<file path="src/rtl/mod_tcounter.sv">
// Timeout counter: done rises once N consecutive rising edges have sampled
// clear=0, then stays high until clear or reset restarts the timeout.
module mod_tcounter #(
  parameter int N = 50
) (
  input  logic clk,
  input  logic rst_n,
  input  logic clear,
  output logic done
);

  localparam int CNT_W = (N < 1) ? 1 : $clog2(N + 1);
  localparam logic [CNT_W-1:0] CNT_MAX = CNT_W'(N);

  logic [CNT_W-1:0] cnt_p0;
  logic [CNT_W-1:0] cnt_nxt;
  logic             done_p0;

  // Increment that parks at CNT_MAX instead of wrapping.
  function automatic logic [CNT_W-1:0] sat_inc(input logic [CNT_W-1:0] v);
    return (v == CNT_MAX) ? v : v + CNT_W'(1);
  endfunction

  always_comb begin
    cnt_nxt = clear ? '0 : sat_inc(cnt_p0);
  end

  // Stage p0: done is registered from the next count so it rises on the
  // same edge at which the counter reaches N.
  always_ff @(posedge clk or negedge rst_n) begin
    if (!rst_n) begin
      cnt_p0  <= '0;
      done_p0 <= 1'b0;
    end else begin
      cnt_p0  <= cnt_nxt;
      done_p0 <= (cnt_nxt == CNT_MAX);
    end
  end

  assign done = done_p0;

endmodule

</file>
<file path="config.mk">
export PLATFORM = sky130hd
export DESIGN_NAME = mod_tcounter
export DESIGN_NICKNAME = d
export VERILOG_FILES = /design/src/rtl/mod_tcounter.sv
export SDC_FILE = /design/constraint.sdc
export NUM_CORES = 1
export LEC_CHECK = 0
export BUFFER_PORTS_ARGS = -buffer_cell sky130_fd_sc_hd__buf_2
export CORE_AREA = 2 2 39 41
export CTS_BUF_LIST = sky130_fd_sc_hd__clkbuf_8 sky130_fd_sc_hd__clkbuf_16
export DETAILED_ROUTE_END_ITERATION = 10
export DIE_AREA = 0 0 41 43
export PLACE_DENSITY = 0.46
export RECOVER_POWER = 100
export SLEW_MARGIN = 20
export SYNTH_ARGS = -nofsm -noshare
export SYNTH_HDL_FRONTEND = slang
export SYNTH_SLANG_ARGS = --single-unit
export TNS_END_PERCENT = 50
</file>
<file path="constraint.sdc">
create_clock -name clk -period 2.3 [get_ports clk]
set_input_delay 0.23 -clock clk [delete_from_list [all_inputs] [get_ports clk]]
set_output_delay 0.23 -clock clk [all_outputs]
set_load 0.01 [all_outputs]
</file>
# [Word level (Yosys, flattened, before mapping)]
# Index checks and enable logic that the tools add are counted.
# W data, S select, Z words.
[word_totals] regBits=7 latchBits=0 ram_bits=0 mem_bits_ro=0 word_cells=7 n_memories=0
[classes] n_addsub=1 n_mul=0 n_div=0 magnitude_cmp=0 n_eq_ne=2 shifts=0 n_mux=2 bitwise=0 n_reduce_logical=0
[op_table] operator="$eq A6 B6 Y1 const B" n=2
[op_table] operator="$mux W6" n=2
[op_table] operator="$add A6 B1 Y6 const B" n=1

# [Depth between registers and ports, before layout]
# Gate-level depths: netlist (run 1).
[depth] ltp_word=4 depth_mapped=6

# [Worst setup path before layout (run 1)]
# OpenSTA, ideal clock, no wires.
[synth_timing] path_type="reg2reg" start="reg cnt_p0[0]" end="reg done_p0, in the netlist done" setup_time_ps=100 t_arrival_ps=1305 required_ps=2200 slack_ps=895 stages_incl_launch_ff=7 synth_period_minus_slack_ps=1405 path_cell_list="dfrtp_1 -> inv_1 -> ha_1 -> nand4b_1 -> nor2_1 -> xnor2_2 -> nor4bb_1"
[synth_between] elab_chain_cells=4 word_cells_on_any_way=5 cone_classes="1 x add/sub; 2 x eq/ne; 2 x mux"
[synth_lines] element="start, declared" line="15" rtl="logic [CNT_W-1:0] cnt_p0;"
[synth_lines] element="start signal, assigned" line="35" rtl="cnt_p0 <= cnt_nxt;"
[synth_lines] element="$add A6 B1 Y6 or $eq A6 B6 Y1 (tied branches)" line="21" rtl="return (v == CNT_MAX) ? v : v + CNT_W'(1);"
[synth_lines] element="$mux W6 *" line="21"
[synth_lines] element="$mux W6 *" line="25" rtl="cnt_nxt = clear ? '0 : sat_inc(cnt_p0);"
[synth_lines] element="$eq A6 B6 Y1 *" line="36" rtl="done_p0 <= (cnt_nxt == CNT_MAX);"
[synth_lines] element="end signal, assigned" line="36"
[synth_lines] element="end, declared" line="17" rtl="logic done_p0;"
# Mark *: on every way between the ends. The rest lies on a longest branch, timed or not.

# [Final worst setup path (run 1)]
# Ends and elaborated chain as after synthesis.

==> metrics.txt, run 1 <==
post-synthesis sequential area ratio=47.62%; Final ANT Viol Nets=0; die height=43 microns; critical path class=flip-flop to flip-flop; Rel. slew slack=75.34%; CP required=2410 ps; die area=1763 sq um; Setup violations, final=0; Final Worst Setup Slack=717.3 ps; pre-CTS WS=697.6 ps; DR WL/cell=11.09 microns; setup tns final=0 ps; num ports=4; RSZ-0062 raised after global routing=no; Finished Cell Area=441.7 sq um; maximum single-stage delay on the critical path=380 ps; maximum vdd drop=0.3305 mV; area grow syn2layout=20.07%; Max clock buf depth=2; area occupied by multi-input gates=175.2 sq um; total clock sinks=7; CP Cell Sequence=inv_1 > ha_1 > nand4b_1 > a21oi_1 > nand3_1 > nor4bb_1; Yosys Warn Count=0; nets@finish=46; Filler Cells Inserted=144; Hold Fails Final Rpt=0; area fraction of the dominant cell type after synthesis=47.62%; Post-Route Utilization=31.92%; worst-path maximum fanout=3; first-pass GRT wire length=1.028 mm; Vias per Instance=4.250; FP Rows=14; Clk Latency, worst-skew pair=220 ps; Critical Path End Type=flip-flop; slowest stage cell, crit path=dfrtp_1; Syn Inst Count=32; Total GRT Usage=9.553%; ANT cells=0; status=completed; post-DP HPWL=499.6 microns; max_cap viols=0; via count=238; Final Non-Filler Cells=56; Netlist Area Pre-Place=367.9 sq um; Distinct cells, synth=16; Worst-Margin Slew=370.0 ps; fin crit period=1583 ps; vias in the first global route=240; cts bufs inserted=3; post-CTS resize count=0; Routed WL=621 microns; Initial DRT Pass Iterations=1; htree depth=1; Die X-Extent=41 microns; Worst Path Arrival=1690 ps; highest clock rate=631.8 MHz; clock transition at the registers of the reported paths=40 ps; flops & latches, synth=7; synth top area cells=dfrtp_1, nor2_1, ha_1; input/output buffers=3; delay-heaviest family, CP=simple AND/OR/NAND/NOR gates; synthesized area per cell=11.50 sq um; total gr overflow=0; root buf cell=clkbuf_8; Leakage=0.2156 nW; placed cell count=51; initial core utilization=26.58%; initial antenna violation count=0; syn nets=37; CP Launch Type=flip-flop; skew final=4.561 ps; core footprint=1384 sq um; period utilization=68.81%; worst min path class=input pin to flip-flop; count of final max-slew check failures=0; commonest cells after routing, fill and taps aside=nor2_1, dfrtp_1, nor2b_1, nand3_1, clkbuf_8; DP Area=402.9 sq um; # DRC=0; GPL Wtd Cong=0.6764; register area=175.2 sq um; largest net degree at the start of global routing=9; leading area contributor after synthesis=dfrtp_1; share of layout cells above drive strength 1=17.50%; CTS tree=yes; PwrDens=714.4 nW/um^2; worst path bufs/invs=1; Starting DRT DRC Count=0
per-stage QoR:
stage / power (W) / hold WS (ps)
2_1_floorplan: 0.0001457 / -65.59
3_3_place_gp: 0.0001540 / 62.01
3_5_place_dp: 0.0001539 / 69.14
4_1_cts: 0.0003202 / 262.4
5_1_grt: 0.0003286 / 291.1
6_report: 0.0003155 / 260.7
final timing paths:
kind                            from   endpoint  slack (ps)  cells after the start
max in group asynchronous      rst_n  cnt_p0[4]        1610                      2
min in group asynchronous      rst_n  cnt_p0[3]         420                      2
max                        cnt_p0[0]       done         720                      6
min                            clear  cnt_p0[0]         260                      2
max reg2reg                cnt_p0[0]       done         720                      6
min reg2reg                cnt_p0[1]  cnt_p0[1]         570                      2
synth_stat cells:
library cell / count
ha_1: 2
mux2_2: 1
nor2_1: 7
and3_4: 1
a21oi_2: 1
nor4bb_1: 1
nor2b_1: 3
xnor2_1: 1
nand3_2: 1
xnor2_2: 1
nand4b_1: 1
mux2_4: 1
nor2b_2: 1
dfrtp_1: 7
nand3_1: 2
inv_1: 1
layer usage:
layer	track usage, %	routed length (microns)	up-vias
li1	-	-	124
met1	10.37	264	112
met2	13.75	336	2
met3	3.665	20	0
met4	8.000	0	0
met5	0	0	-
state kept, by name (all words and copies together) (netlist names):
name	count
cnt_p0	6
done	1
power breakdown:
group | leakage [nW] | total (W) | switching (W) | internal [W]
registers | 0.0953 | 0.000131 | 0.00000319 | 0.000128
logic | 0.0935 | 0.0000208 | 0.0000119 | 0.00000887
clock network | 0.0269 | 0.000164 | 0.0000486 | 0.000115
total | 0.216 | 0.000316 | 0.0000637 | 0.000252
cell type report:
class | count | area share (%)
Multi-Input combinational cell | 24 | 39.66
Clock buffer | 3 | 9.348
Sequential cell | 7 | 39.66
Inverter | 1 | 0.8499
Tap cell | 16 | 4.533
Timing Repair Buffer | 4 | 5.099
Clock inverter | 1 | 0.8499
timing repair:
action                                 in CTS  in global routing
hold buffers                                1                  0
setup buffers                               0                  0
endpoints found under the hold margin       7                  0
cells by family (layout without fill, tap and decap cells):
logic type                 count (synthesis)  count (layout)  share of synthesized area, %
AOI/OAI and AO/OA                          1               1                         2.381
buffers and inverters                      1               9                         1.019
xor gates and xnor gates                   2               2                         6.804
and+or+nand+nor                           17              17                         28.23
adders and majority gates                  2               2                         6.802
muxes                                      2               2                         7.141
DFF                                        7               7                         47.62
worst register-to-register path: cells and delay by family, from the launching register on:
kind	cells	cell delay (ps)
AOI/OAI and AO/OA	1	240
DFF	1	380
buffers and inverters	1	120
adders and majority gates	1	160
and+or+nand+nor	3	560
No activity file was read; power rests on OpenSTA's default activity.
==> run 2: changes to the inputs <==
- clock period: 2.3 -> 1.6 ns (I/O delays scaled with it)
==> run 2 against run 1 <==
- clock power is 44% higher
- largest cell class is now multi-input gates
- critical endpoint unchanged
- die area is the same
- wire length fell by 5.8%
- critical path depth did not move
- setup slack lost 570 ps
- sequential power rose by 45%
- largest power group unchanged
- count of clock-buffer cells in the layout unchanged
- fmax up 8.8%
- clock skew fell by 1.8 ps
- design area is 4.8% higher
==> metrics.txt, run 2 (same netlist as run 1, synthesis figures left out) <==
Routed WL=585 microns (-5.8%); Die X-Extent=41 microns (unchanged); period utilization=90.89% (+22 points); Max clock buf depth=2 (unchanged); Reg2Reg Setup Slack=150 ps (-570 ps); Worst Path Arrival=1580 ps (-110 ps); DR WL/cell=10.26 microns (-7.4%); htree depth=1 (unchanged); first-pass GRT wire length=1.069 mm (+4.0%); reg-to-reg critical path startpoint=cnt_p0[0]; die height=43 microns (unchanged); CP required=1730 ps (-680 ps); Net Sw Frac=20.52% (+0.33 points); Final ANT Viol Nets=0 (unchanged); Starting DRT DRC Count=2 (+2); RSZ-0062 raised after global routing=no; CP Launch Type=flip-flop; total clock sinks=7 (unchanged); total gr overflow=0 (unchanged); DP Area=410.4 sq um (+1.9%); Setup violations, final=0 (unchanged); die area=1763 sq um (unchanged); Finished Cell Area=462.9 sq um (+4.8%); PwrDens=992.3 nW/um^2 (+39%); CTS tree=yes; Hold Path Depth=2 (unchanged); clock transition at the registers of the reported paths=40 ps (about the same); critical path class=flip-flop to flip-flop; core footprint=1384 sq um (unchanged); share of layout cells above drive strength 1=26.83% (+9.3 points); num ports=4 (unchanged); skew final=2.768 ps (-1.793 ps); initial antenna violation count=0 (unchanged); fin crit period=1454 ps (-128.4 ps); initial core utilization=26.58% (unchanged); GPL Wtd Cong=0.6773 (+0.13%); vias in the first global route=268 (+12%); nets@finish=47 (+2.2%); Vias per Instance=4.246 (-0.10%); max_cap viols=0 (unchanged); Hold Fails Final Rpt=0 (unchanged); # DRC=0 (unchanged); input/output buffers=3 (unchanged); area grow syn2layout=25.85%; largest net degree at the start of global routing=9 (unchanged); setup tns final=0 ps (unchanged); Worst-Margin Slew=356.1 ps (-13.89 ps); Initial DRT Pass Iterations=2 (+1); internal power=0.0003651 W (+45%); Rel. slew slack=76.26% (+0.93 points); highest clock rate=687.6 MHz (+8.8%); FP Rows=14 (unchanged); count of final max-slew check failures=0 (unchanged); maximum vdd drop=0.6093 mV (+84%); worst-path maximum fanout=3 (unchanged); via count=242 (+1.7%); ANT cells=0 (unchanged); clock network power share=51.5% (-0.3 points); Hold Path End=cnt_p0[0]; Logic pwr share=7.3% (+0.7 points); most common cell after layout, fill and taps aside=dfrtp_1; Clk Latency, worst-skew pair=230 ps (about the same); root buf cell=clkbuf_8; Leakage=0.2180 nW (+1.1%); max FFs per register=6 (unchanged); Total GRT Usage=9.736% (+0.18 points); sequential power share=41.3% (-0.3 points); post-DP HPWL=476.7 microns (-4.6%); Largest Register=cnt_p0; crit path from=cnt_p0[0]; worst min path class=input pin to flip-flop; commonest cells after routing, fill and taps aside=dfrtp_1, nor2_1, nor2b_1, clkbuf_8; Critical R2R Capture=done; min-delay src=clear; worst reg2reg path depth=6 (unchanged); cts bufs inserted=3 (unchanged); Critical Path End Type=flip-flop; Switch Pwr=0.00009425 W (+48%); status=completed
[run 2: changes by cell type in the layout (fill, tap and decap cells not counted), sizes merged]
cell | previous run | this run
buf | 1 | 2
[run 2: what timing repair did]
item,CTS,global route
setup buffers,0,0
gates resized for setup,0,2
hold buffers,1,0
endpoints found under the hold margin,7,0
setup endpoints to repair,0,1
[run 2: how the worst max path moves through the flow]
stage               endpoint  slack [ps]  cells past startpoint
floorplan               done         190                      6
global placement        done          90                      6
detailed placement      done          80                      6
CTS                     done          60                      6
global route            done          20                      6
finish                  done         150                      6
[run 2: metal layers]
layer	GRT usage (%)	share of wire, %	vias up
li1	-	-	125
met1	10.96	48	111
met4	10.00	4.6	0
met2	13.13	45	4
met3	3.141	3.1	2
met5	0	0	-
[run 2: per-stage QoR]
stage | hold WS (ps) | worst slack (ps) | utilization, % | cells | power, W
floorplan | -135.6 | 194.9 | - | 32 | 0.0002094
global placement | -11.04 | 94.75 | 29.66 | 52 | 0.0002240
detailed placement | -2.687 | 84.00 | 29.66 | 52 | 0.0002246
CTS | 200.9 | 58.79 | 33.63 | 57 | 0.0004673
global route | 223.4 | 23.79 | 33.45 | 57 | 0.0004847
finish | 198.1 | 145.7 | 33.45 | 57 | 0.0004594
[run 2: layout make-up]
type / count / area, sq um
inverter: 1 / 3.754
multi-input combinational: 24 / 188.9
clock buffer: 3 / 41.29
timing repair buffer: 5 / 30.03
sequential: 7 / 175.2
clock inverter: 1 / 3.754
tap: 16 / 20.02
fill: 143 / 920.9
[run 2: worst max-delay path, stage by stage (launching register included)]
cell and delay, ps:
dfrtp_1 390, inv_1 80, ha_1 140, nand4b_1 160, nor2_2 160, xnor2_2 140, nor4bb_2 300
[run 2: power by group through the flow]
| stage | clock network, W | registers [W] | logic [W] |
|---|---|---|---|
| CTS | 0.000243 | 0.000190 | 0.0000347 |
| finish | 0.000236 | 0.000190 | 0.0000335 |
| global route | 0.000255 | 0.000191 | 0.0000393 |
| detailed placement | 0 | 0.000192 | 0.0000326 |
| floorplan | 0 | 0.000191 | 0.0000188 |
| global placement | 0 | 0.000192 | 0.0000322 |
==> run 3: changes to the inputs <==
- CORE_AREA: 2 2 39 41 -> 3 3 40 42
- DIE_AREA: 0 0 41 43 -> 0 0 43 45
==> run 3 against run 2 <==
- worst hold slack improved by 2.2 ps
- cell count decreased by 1.8%
- setup slack improved by 11 ps
- core utilization increased by 2.9 points
- via count increased by 2.5%
- non-clock buffer count unchanged
- global-route usage decreased by 1.5 points
- clock power about the same
- fmax increased by 0.74%
- highest routed layer unchanged
==> metrics.txt, run 3 (same netlist as run 1, synthesis figures left out) <==
via count=248 (+2.5%); cts bufs inserted=3 (unchanged); share of layout cells above drive strength 1=26.83% (unchanged); Net Sw Frac=20.26% (-0.25 points); max_cap viols=0 (unchanged); num ports=4 (unchanged); Initial DRT Pass Iterations=2 (unchanged); commonest cells after routing, fill and taps aside=nor2_1, dfrtp_1, nor2b_1, nand3_1, clkbuf_8; Final ANT Viol Nets=0 (unchanged); DP Area=401.6 sq um (-2.1%); total gr overflow=0 (unchanged); skew final=1.104 ps (-1.664 ps); period utilization=90.22% (-0.67 points); clock network power share=51.0% (-0.5 points); CP Launch Type=flip-flop; Worst-Margin Slew=376.1 ps (+20.05 ps); Die X-Extent=43 microns (+4.9%); count of final max-slew check failures=0 (unchanged); area grow syn2layout=26.87%; post-DP HPWL=527 microns (+11%); Setup violations, final=0 (unchanged); internal power=0.0003663 W (+0.32%); max FFs per register=6 (unchanged); Max clock buf depth=2 (unchanged); Rel. slew slack=74.92% (-1.3 points); PwrDens=984.4 nW/um^2 (-0.80%); sequential power share=41.3% (about the same); Final Non-Filler Cells=56 (-1.8%); total clock sinks=7 (unchanged); maximum vdd drop=0.3604 mV (-41%); root buf cell=clkbuf_8; Leakage=0.2196 nW (+0.74%); htree depth=1 (unchanged); ANT cells=0 (unchanged); clock transition at the registers of the reported paths=40 ps (about the same); CP required=1730 ps (about the same); die height=45 microns (+4.7%); GPL Wtd Cong=0.7418 (+9.5%); first-pass GRT wire length=1.110 mm (+3.8%); # DRC=0 (unchanged); Critical Path End Type=flip-flop; Total GRT Usage=8.221% (-1.5 points); core footprint=1285 sq um (-7.1%); worst min path class=input pin to flip-flop; status=completed; setup tns final=0 ps (unchanged); nets@finish=47 (unchanged); Finished Cell Area=466.7 sq um (+0.81%); DR WL/cell=11.82 microns (+15%); Clk Latency, worst-skew pair=220 ps (about the same); initial antenna violation count=0 (unchanged); vias in the first global route=252 (-6.0%); Vias per Instance=4.429 (+4.3%); largest net degree at the start of global routing=9 (unchanged); FP Rows=13 (-1); initial core utilization=28.63% (+2.0 points); Hold Fails Final Rpt=0 (unchanged); critical path class=flip-flop to flip-flop; Routed WL=662 microns (+13%); fin crit period=1444 ps (-10.69 ps); Worst Path Arrival=1570 ps (about the same); RSZ-0062 raised after global routing=no; Largest Register=cnt_p0; Switch Pwr=0.00009309 W (-1.2%); placed cell count=50 (-3.8%); highest clock rate=692.7 MHz (+0.74%); Logic pwr share=7.7% (+0.4 points); CTS tree=yes; Starting DRT DRC Count=2 (unchanged); worst-path maximum fanout=3 (unchanged); die area=1935 sq um (+9.8%); input/output buffers=3 (unchanged)
run 3: per-layer routing:
layer	vias to the layer above	track usage, %	part of all wire (%)
met5	-	0	0
met4	0	7.229	2.1
met3	2	1.594	3.2
met2	5	13.47	46
met1	114	9.113	48
li1	127	-	-
run 3: what timing repair did:
item	4_1_cts	5_1_grt
buffers inserted	0	1
resized for setup	0	4
endpoints found under the setup margin	0	1
endpoints found under the hold margin	7	0
hold buffers	1	0
run 3: final timing paths:
check | cells after the start | to | slack, ps | startpoint
worst max register to register | 6 | done | 160 | cnt_p0[0]
min in group asynchronous | 2 | done | 370 | rst_n
max in group asynchronous | 2 | cnt_p0[1] | 960 | rst_n
worst min register to register | 2 | cnt_p0[1] | 570 | cnt_p0[1]
worst min-delay path | 2 | cnt_p0[2] | 200 | clear
worst max-delay path | 6 | done | 160 | cnt_p0[0]
run 3: power groups by stage:
| stage | clock (W) | combinational (W) | sequential (W) |
|---|---|---|---|
| floorplan | 0 | 0.0000188 | 0.000191 |
| global placement | 0 | 0.0000302 | 0.000192 |
| detailed placement | 0 | 0.0000306 | 0.000192 |
| CTS | 0.000243 | 0.0000325 | 0.000190 |
| global route | 0.000253 | 0.0000419 | 0.000190 |
| finish | 0.000234 | 0.0000354 | 0.000190 |
run 3: final cells by class:
cell class / instances / area, sq um
clock buffers: 3 / 41.29
fillers: 127 / 818.3
clock inverters: 1 / 3.754
multi-input cells: 24 / 193.9
repair buffers: 5 / 30.03
inverters: 1 / 3.754
flip-flops and latches: 7 / 175.2
well taps: 15 / 18.77
run 3: through the flow:
stage | power [W] | hold slack (ps) | utilization [%] | worst slack (ps)
after global routing | 0.0004853 | 230.6 | 36.32 | 36.50
after global placement | 0.0002218 | -7.642 | 31.26 | 60.95
after CTS | 0.0004656 | 197.9 | 35.54 | 9.586
after detailed placement | 0.0002227 | -0.1382 | 31.26 | 25.56
after floorplan | 0.0002094 | -135.6 | - | 194.9
final | 0.0004594 | 200.3 | 36.32 | 156.4
run 3: critical path, stage by stage, from the launching register on:
cell	delay (ps)
dfrtp_1	400
inv_2	90
ha_1	140
nand4b_1	140
a21oi_2	190
nand3_1	120
nor4bb_4	270
